$ cat src/rtl/jk_counter_pkg.sv
// Shared definitions for the JK-cell based synchronous counter: per-bit cell mode
// and the J/K input encoding that realises each mode.
package jk_counter_pkg;

   // Per-bit action requested of a JK cell on the next rising edge.
   typedef enum logic [1:0] {
      HOLD   = 2'd0,
      RESET  = 2'd1,
      SET    = 2'd2,
      TOGGLE = 2'd3
   } jk_mode_e;

   // J/K encoding per mode, packed as {J, K}.
   localparam logic [1:0] JK_HOLD   = 2'b00;
   localparam logic [1:0] JK_RESET  = 2'b01;
   localparam logic [1:0] JK_SET    = 2'b10;
   localparam logic [1:0] JK_TOGGLE = 2'b11;

   // Translate a cell mode into its {J, K} pair.
   function automatic logic [1:0] jk_encode(input jk_mode_e mode);
      logic [1:0] jk;
      unique case (mode)
         HOLD:    jk = JK_HOLD;
         RESET:   jk = JK_RESET;
         SET:     jk = JK_SET;
         TOGGLE:  jk = JK_TOGGLE;
         default: jk = JK_HOLD;
      endcase
      return jk;
   endfunction

endpackage

$ cat src/rtl/jk_cell.sv
// Single JK flip-flop with synchronous active-low reset. Pure storage element:
// it knows nothing about counting.
module jk_cell (
   input  logic clk,
   input  logic rst_n,
   input  logic j,
   input  logic k,
   output logic q,
   output logic qbar
);

   logic q_q;
   logic q_d;

   // Classic JK next-state: hold, reset, set or toggle.
   always_comb begin
      q_d = q_q;
      unique case ({j, k})
         2'b00:   q_d = q_q;
         2'b01:   q_d = 1'b0;
         2'b10:   q_d = 1'b1;
         2'b11:   q_d = ~q_q;
         default: q_d = q_q;
      endcase
   end

   // State register; reset is sampled on the clock edge only.
   always_ff @(posedge clk) begin
      if (!rst_n) begin
         q_q <= 1'b0;
      end else begin
         q_q <= q_d;
      end
   end

   assign q    = q_q;
   assign qbar = ~q_q;

endmodule

$ cat src/rtl/jk_sync_counter.sv
// Modulo-MODULUS up/down counter with parallel load, built from one JK cell per
// bit. Each cell is steered by a per-bit mode mux (hold / set-reset / toggle);
// the toggle chain and the wrap handling live here, the cells only store.
module jk_sync_counter
   import jk_counter_pkg::*;
#(
   parameter int unsigned WIDTH   = 4,
   parameter int unsigned MODULUS = 2 ** WIDTH
) (
   input  logic             clk,
   input  logic             rst_n,
   input  logic             en,
   input  logic             up,
   input  logic             load,
   input  logic [WIDTH-1:0] d,
   output logic [WIDTH-1:0] q,
   output logic [WIDTH-1:0] qbar,
   output logic             tc
);

   // With a full-range modulus the natural binary toggle chain already wraps
   // correctly; otherwise the wrap edge is forced with set/reset.
   localparam bit               FullRange = (MODULUS == (2 ** WIDTH));
   localparam logic [WIDTH-1:0] MaxVal    = WIDTH'(MODULUS - 1);
   localparam logic [WIDTH:0]   ModVal    = (WIDTH + 1)'(MODULUS);

   logic [WIDTH-1:0] cell_q;
   logic [WIDTH-1:0] cell_qbar;
   logic [WIDTH-1:0] load_val;
   logic [WIDTH-1:0] wrap_val;
   logic [WIDTH-1:0] tgl_up;
   logic [WIDTH-1:0] tgl_dn;
   logic [WIDTH-1:0] tgl;
   logic             at_max;
   logic             at_zero;
   logic             wrap_load;

   assign at_max  = (cell_q == MaxVal);
   assign at_zero = (cell_q == '0);

   // Terminal count: the next enabled count step would wrap.
   assign tc = en & ~load & ((up & at_max) | (~up & at_zero));

   // Out-of-range load values collapse to zero so q never leaves 0..MODULUS-1.
   assign load_val = ({1'b0, d} >= ModVal) ? '0 : d;

   assign wrap_val  = up ? '0 : MaxVal;
   assign wrap_load = tc & ~FullRange;

   // Ripple-free toggle enables: bit i flips when all lower bits are 1 (up)
   // or all lower bits are 0 (down).
   always_comb begin
      tgl_up    = '0;
      tgl_dn    = '0;
      tgl_up[0] = 1'b1;
      tgl_dn[0] = 1'b1;
      for (int i = 1; i < WIDTH; i++) begin
         tgl_up[i] = tgl_up[i-1] & cell_q[i-1];
         tgl_dn[i] = tgl_dn[i-1] & cell_qbar[i-1];
      end
      tgl = up ? tgl_up : tgl_dn;
   end

   for (genvar i = 0; i < WIDTH; i++) begin : g_bit
      jk_mode_e   mode;
      logic [1:0] jk;

      // Per-bit mode mux: load beats count, count beats hold.
      always_comb begin
         mode = HOLD;
         if (load) begin
            mode = load_val[i] ? SET : RESET;
         end else if (en) begin
            if (wrap_load) begin
               mode = wrap_val[i] ? SET : RESET;
            end else if (tgl[i]) begin
               mode = TOGGLE;
            end
         end
      end

      assign jk = jk_encode(mode);

      jk_cell u_cell (
         .clk  (clk),
         .rst_n(rst_n),
         .j    (jk[1]),
         .k    (jk[0]),
         .q    (cell_q[i]),
         .qbar (cell_qbar[i])
      );
   end

   assign q    = cell_q;
   assign qbar = cell_qbar;

endmodule
$ cat config.mk
export PLATFORM = sky130hd
export DESIGN_NAME = jk_sync_counter
export DESIGN_NICKNAME = d
export VERILOG_FILES = /design/src/rtl/jk_counter_pkg.sv /design/src/rtl/jk_cell.sv /design/src/rtl/jk_sync_counter.sv
export SDC_FILE = /design/constraint.sdc
export NUM_CORES = 1
export LEC_CHECK = 0
export CAP_MARGIN = 15
export CORE_AREA = 4 4 41 43
export CTS_CLUSTER_SIZE = 28
export DETAILED_ROUTE_END_ITERATION = 16
export DIE_AREA = 0 0 45 47
export PLACE_DENSITY = 0.55
export SLEW_MARGIN = 25
export SYNTH_ARGS = -nofsm -noshare
export SYNTH_HDL_FRONTEND = slang
export SYNTH_SLANG_ARGS = --single-unit
export TNS_END_PERCENT = 10
$ cat constraint.sdc
create_clock -name clk -period 2.6 [get_ports clk]
set_input_delay 0.39 -clock clk [delete_from_list [all_inputs] [get_ports clk]]
set_output_delay 0.39 -clock clk [all_outputs]
set_load 0.01 [all_outputs]
==> run summary <==
The flow ran to the end, and the final reports show no timing, DRC or antenna violations. The pre-CTS worst setup slack is 0.134 ns. The number of iterations in the first detailed-routing pass came out at 4. The required time at the endpoint of the critical path came out at 2.21 ns. The post-route netlist has about a tenth of its cells at a drive strength greater than 1. The setup slack of the worst register-to-register path is between 1 and 1.5 ns.

The register with the most flip-flops in the layout has 4 of them. The total number of yosys warnings came out at 0. The count of nets left with antenna violations after detail routing came out at 0. The floorplan step set the die height to between 40 and 50 µm. The final worst-path cycle share came out at between 90 and 100%. The worst path meets setup with 0.143 ns of slack. The most common library cell in the layout ignoring fill and taps is sky130_fd_sc_hd__clkdlybuf4s50_1. Max-cap violations in this run came to 0. Setup repair after global routing left no endpoint under its margin. The final net count came out at 69. The normalized max-slew margin came out at between 70% and 80%. The antenna diode instance count came out at 0. The part of the Yosys area used for sequential elements came out at 21.1%. Walking the worst path, the cells encountered are clkdlybuf4s50_1 -> and4_1 -> mux2_1 -> and3_1 -> clkdlybuf4s50_1. The TritonCTS buffer count is 3. The endpoint identified for the worst register-to-register timing path is g_bit[1].u_cell.q. The number of antenna violations at the first check in global routing is 0. The post-synthesis instance total is 48. The library cells used most frequently in the layout, excluding fill and tap cells, are sky130_fd_sc_hd__clkdlybuf4s50_1, sky130_fd_sc_hd__inv_1, sky130_fd_sc_hd__nor2_1, sky130_fd_sc_hd__nand3_1, sky130_fd_sc_hd__dfxtp_1. In this run the number of H-tree levels came out at 1.

The shortest clock period the worst path allows after layout is 2.46 ns. For this block, the initial DRC count from the detailed router was 3. For this run, the slowest stage of the critical path takes 0.49 ns.

Among all stages on the critical path, the largest delay is contributed by sky130_fd_sc_hd__clkdlybuf4s50_1. The worst hold path terminates at g_bit[2].u_cell.q. The HPWL after detailed placement is 653 µm.

The power per unit of standard cell area came out at ~430 nW/µm². The total congestion overflow came out at 0. Wires add up to between 700 and 800 µm. The post-cts gate resize count is 0.

The source-to-sink clock delay at the later pin of the worst-skew pair is 0.23 ns. The post-detailed-placement cell area came out at ~500 µm². The number of I/O port buffers came out at 17.

The die outline area is 2120 µm². The clock transition at the registers of the reported paths is 0.03 ns. The global-route usage over all layers came out at 9.41%. Counting the fill cells in the layout gives roughly 150. The TritonCTS clock tree is yes. The tightest hold path in the finished design has a slack of 0.614 ns. The data arrival time of the critical path came out at 2.07 ns. The routability congestion estimate from global placement came out at 0.797. No sink is reached through more buffers than the 2 on the longest clock path. The synthesized area per cell came out at 7.90 µm². The area inside the core boundary is 1300 µm².

The number of global-route vias before repair is 332. The cell at the root of the clock tree is sky130_fd_sc_hd__clkbuf_4. Synthesis produced a netlist with a net count of 57. The maximum number of pins on one net before global-route repair is 9. The worst setup path is captured at an output pin. The worst register-to-register path begins at g_bit[0].u_cell.q. Timing would allow up to 407 MHz.

Setup violations remaining at the end of the flow were counted as 0. The via-per-instance ratio came out at 4.85. The top-level I/O count is 18. The vias after detailed routing is 354. The number of hold violations in the final report came to 0. For the pin with the worst max-slew slack, the measured transition is 0.298 ns. The clock arrives with slightly above 0.0005 ns of skew. Clock tree synthesis found a total of 4 sinks. The number of slew-limit violations in the final report is 0. Along the worst path, the maximum fanout reaches 5. The number of hold buffers added after cts is 0. Measured in cells, the most critical reg-to-reg path has a length of 3. The post-CTS repair timing setup buffer count is 0. The hold path startpoint is g_bit[2].u_cell.q.

The launch point of the worst path is up. The worst hold-check path type is flop to flop. The finished cells cover ~520 µm². After detailed routing, the average wire length per cell comes to ~11 µm. The starting density of the core came out at 29.1%.

For this run, the share of the core covered by cells in the final layout is between 30% and 40%. The number of instances on the worst hold path came out at 2. Grouping stages by cell kind, the critical path spends the most delay in buffers and inverters. The worst setup path is launched from a primary input. The critical path buffer and inverter count is 2. The static leakage is 0.215 nW. Across the VDD grid, the largest voltage drop is around 0.21 mV. The synthesized netlist occupies a cell area of 379 µm². The count of cell types in the netlist is 24. The number of flip-flops and latches in the synthesized netlist is 4. In the routed design, unresolved DRC markers number 0. The floorplan has 13 rows. The final total negative setup slack is 0 ns. The worst setup path is of the primary input to output pin kind.

The cell with the most instances on the worst path is sky130_fd_sc_hd__clkdlybuf4s50_1. Relative to the synthesized area, the layout overhead comes to 37.0%. The floorplan step set the die width to 45 µm. The first global-routing pass estimated 1370 µm of wire.
worst min-delay path, cell delays in order, from the launching register on:
cell and delay (ns):
sky130_fd_sc_hd__dfxtp_1 0.34, sky130_fd_sc_hd__nor2_1 0.14, sky130_fd_sc_hd__a211oi_2 0.07
per-layer routing:
layer | up-vias | routed length, µm | share of wire [%] | global-route usage, %
li1 | 183 | - | - | -
met1 | 155 | 332 | 42 | 10.0
met2 | 12 | 365 | 46 | 14.4
met3 | 4 | 68 | 8.5 | 3.45
met4 | 0 | 31 | 3.9 | 8.77
met5 | - | 0 | 0 | 0
Yosys cell counts:
library cell                n  area [µm²]
sky130_fd_sc_hd__nand3b_1   1        7.51
sky130_fd_sc_hd__nor2_1     4        15.0
sky130_fd_sc_hd__or3_1      1        6.26
sky130_fd_sc_hd__and3_1     2        12.5
sky130_fd_sc_hd__nand4_1    1        6.26
sky130_fd_sc_hd__dfxtp_1    4        80.1
sky130_fd_sc_hd__buf_4      8        60.1
sky130_fd_sc_hd__xnor2_1    1        8.76
sky130_fd_sc_hd__o21ai_0    2        10.0
sky130_fd_sc_hd__a211oi_2   1        12.5
sky130_fd_sc_hd__o41a_1     1        11.3
sky130_fd_sc_hd__o2111ai_1  1        8.76
sky130_fd_sc_hd__nand3_1    4        20.0
sky130_fd_sc_hd__mux2i_1    1        10.0
sky130_fd_sc_hd__inv_1      6        22.5
sky130_fd_sc_hd__nor4_2     1        12.5
sky130_fd_sc_hd__clkbuf_1   2        7.51
sky130_fd_sc_hd__mux2_1     1        11.3
sky130_fd_sc_hd__nor3_1     1        5.00
sky130_fd_sc_hd__a2111o_1   1        11.3
sky130_fd_sc_hd__and4_1     1        8.76
sky130_fd_sc_hd__o2111a_1   1        11.3
sky130_fd_sc_hd__buf_6      1        11.3
sky130_fd_sc_hd__xor2_1     1        8.76
final cells by class:
cell class / instances / area (µm²) / area share, %
Inverter: 6 / 22.5 / 4.34
Clock buffer: 3 / 22.5 / 4.34
Multi-Input combinational cell: 27 / 198 / 38.1
Timing Repair Buffer: 18 / 178 / 34.2
Tap cell: 15 / 18.8 / 3.61
Sequential cell: 4 / 80.1 / 15.4
logic make-up (layout without fill, tap and decap cells):
logic type	count (synthesis)	count (layout)	share of synthesized area, %
mux	2	2	5.61
compound gates	7	7	17.2
simple gates	16	16	24.8
xor+xnor	2	2	4.62
flops	4	4	21.1
buf+inv	17	27	26.7
power breakdown:
part           internal [W]  switching (W)
Combinational     0.0000431      0.0000295
Sequential        0.0000675     0.00000887
Clock             0.0000515      0.0000240
through the flow:
step	std cells	power (W)
3_5_place_dp	70	0.000151
2_1_floorplan	48	0.000126
3_3_place_gp	70	0.000151
6_report	73	0.000224
5_1_grt	73	0.000241
4_1_cts	73	0.000229
how the worst max path moves through the flow:
| stage | end | depth (start not counted) |
|---|---|---|
| 3_3_place_gp | tc | 5 |
| 6_report | tc | 5 |
| 3_5_place_dp | tc | 5 |
| 2_1_floorplan | tc | 4 |
| 5_1_grt | tc | 5 |
| 4_1_cts | tc | 5 |
(Power assumes the default switching activity.)
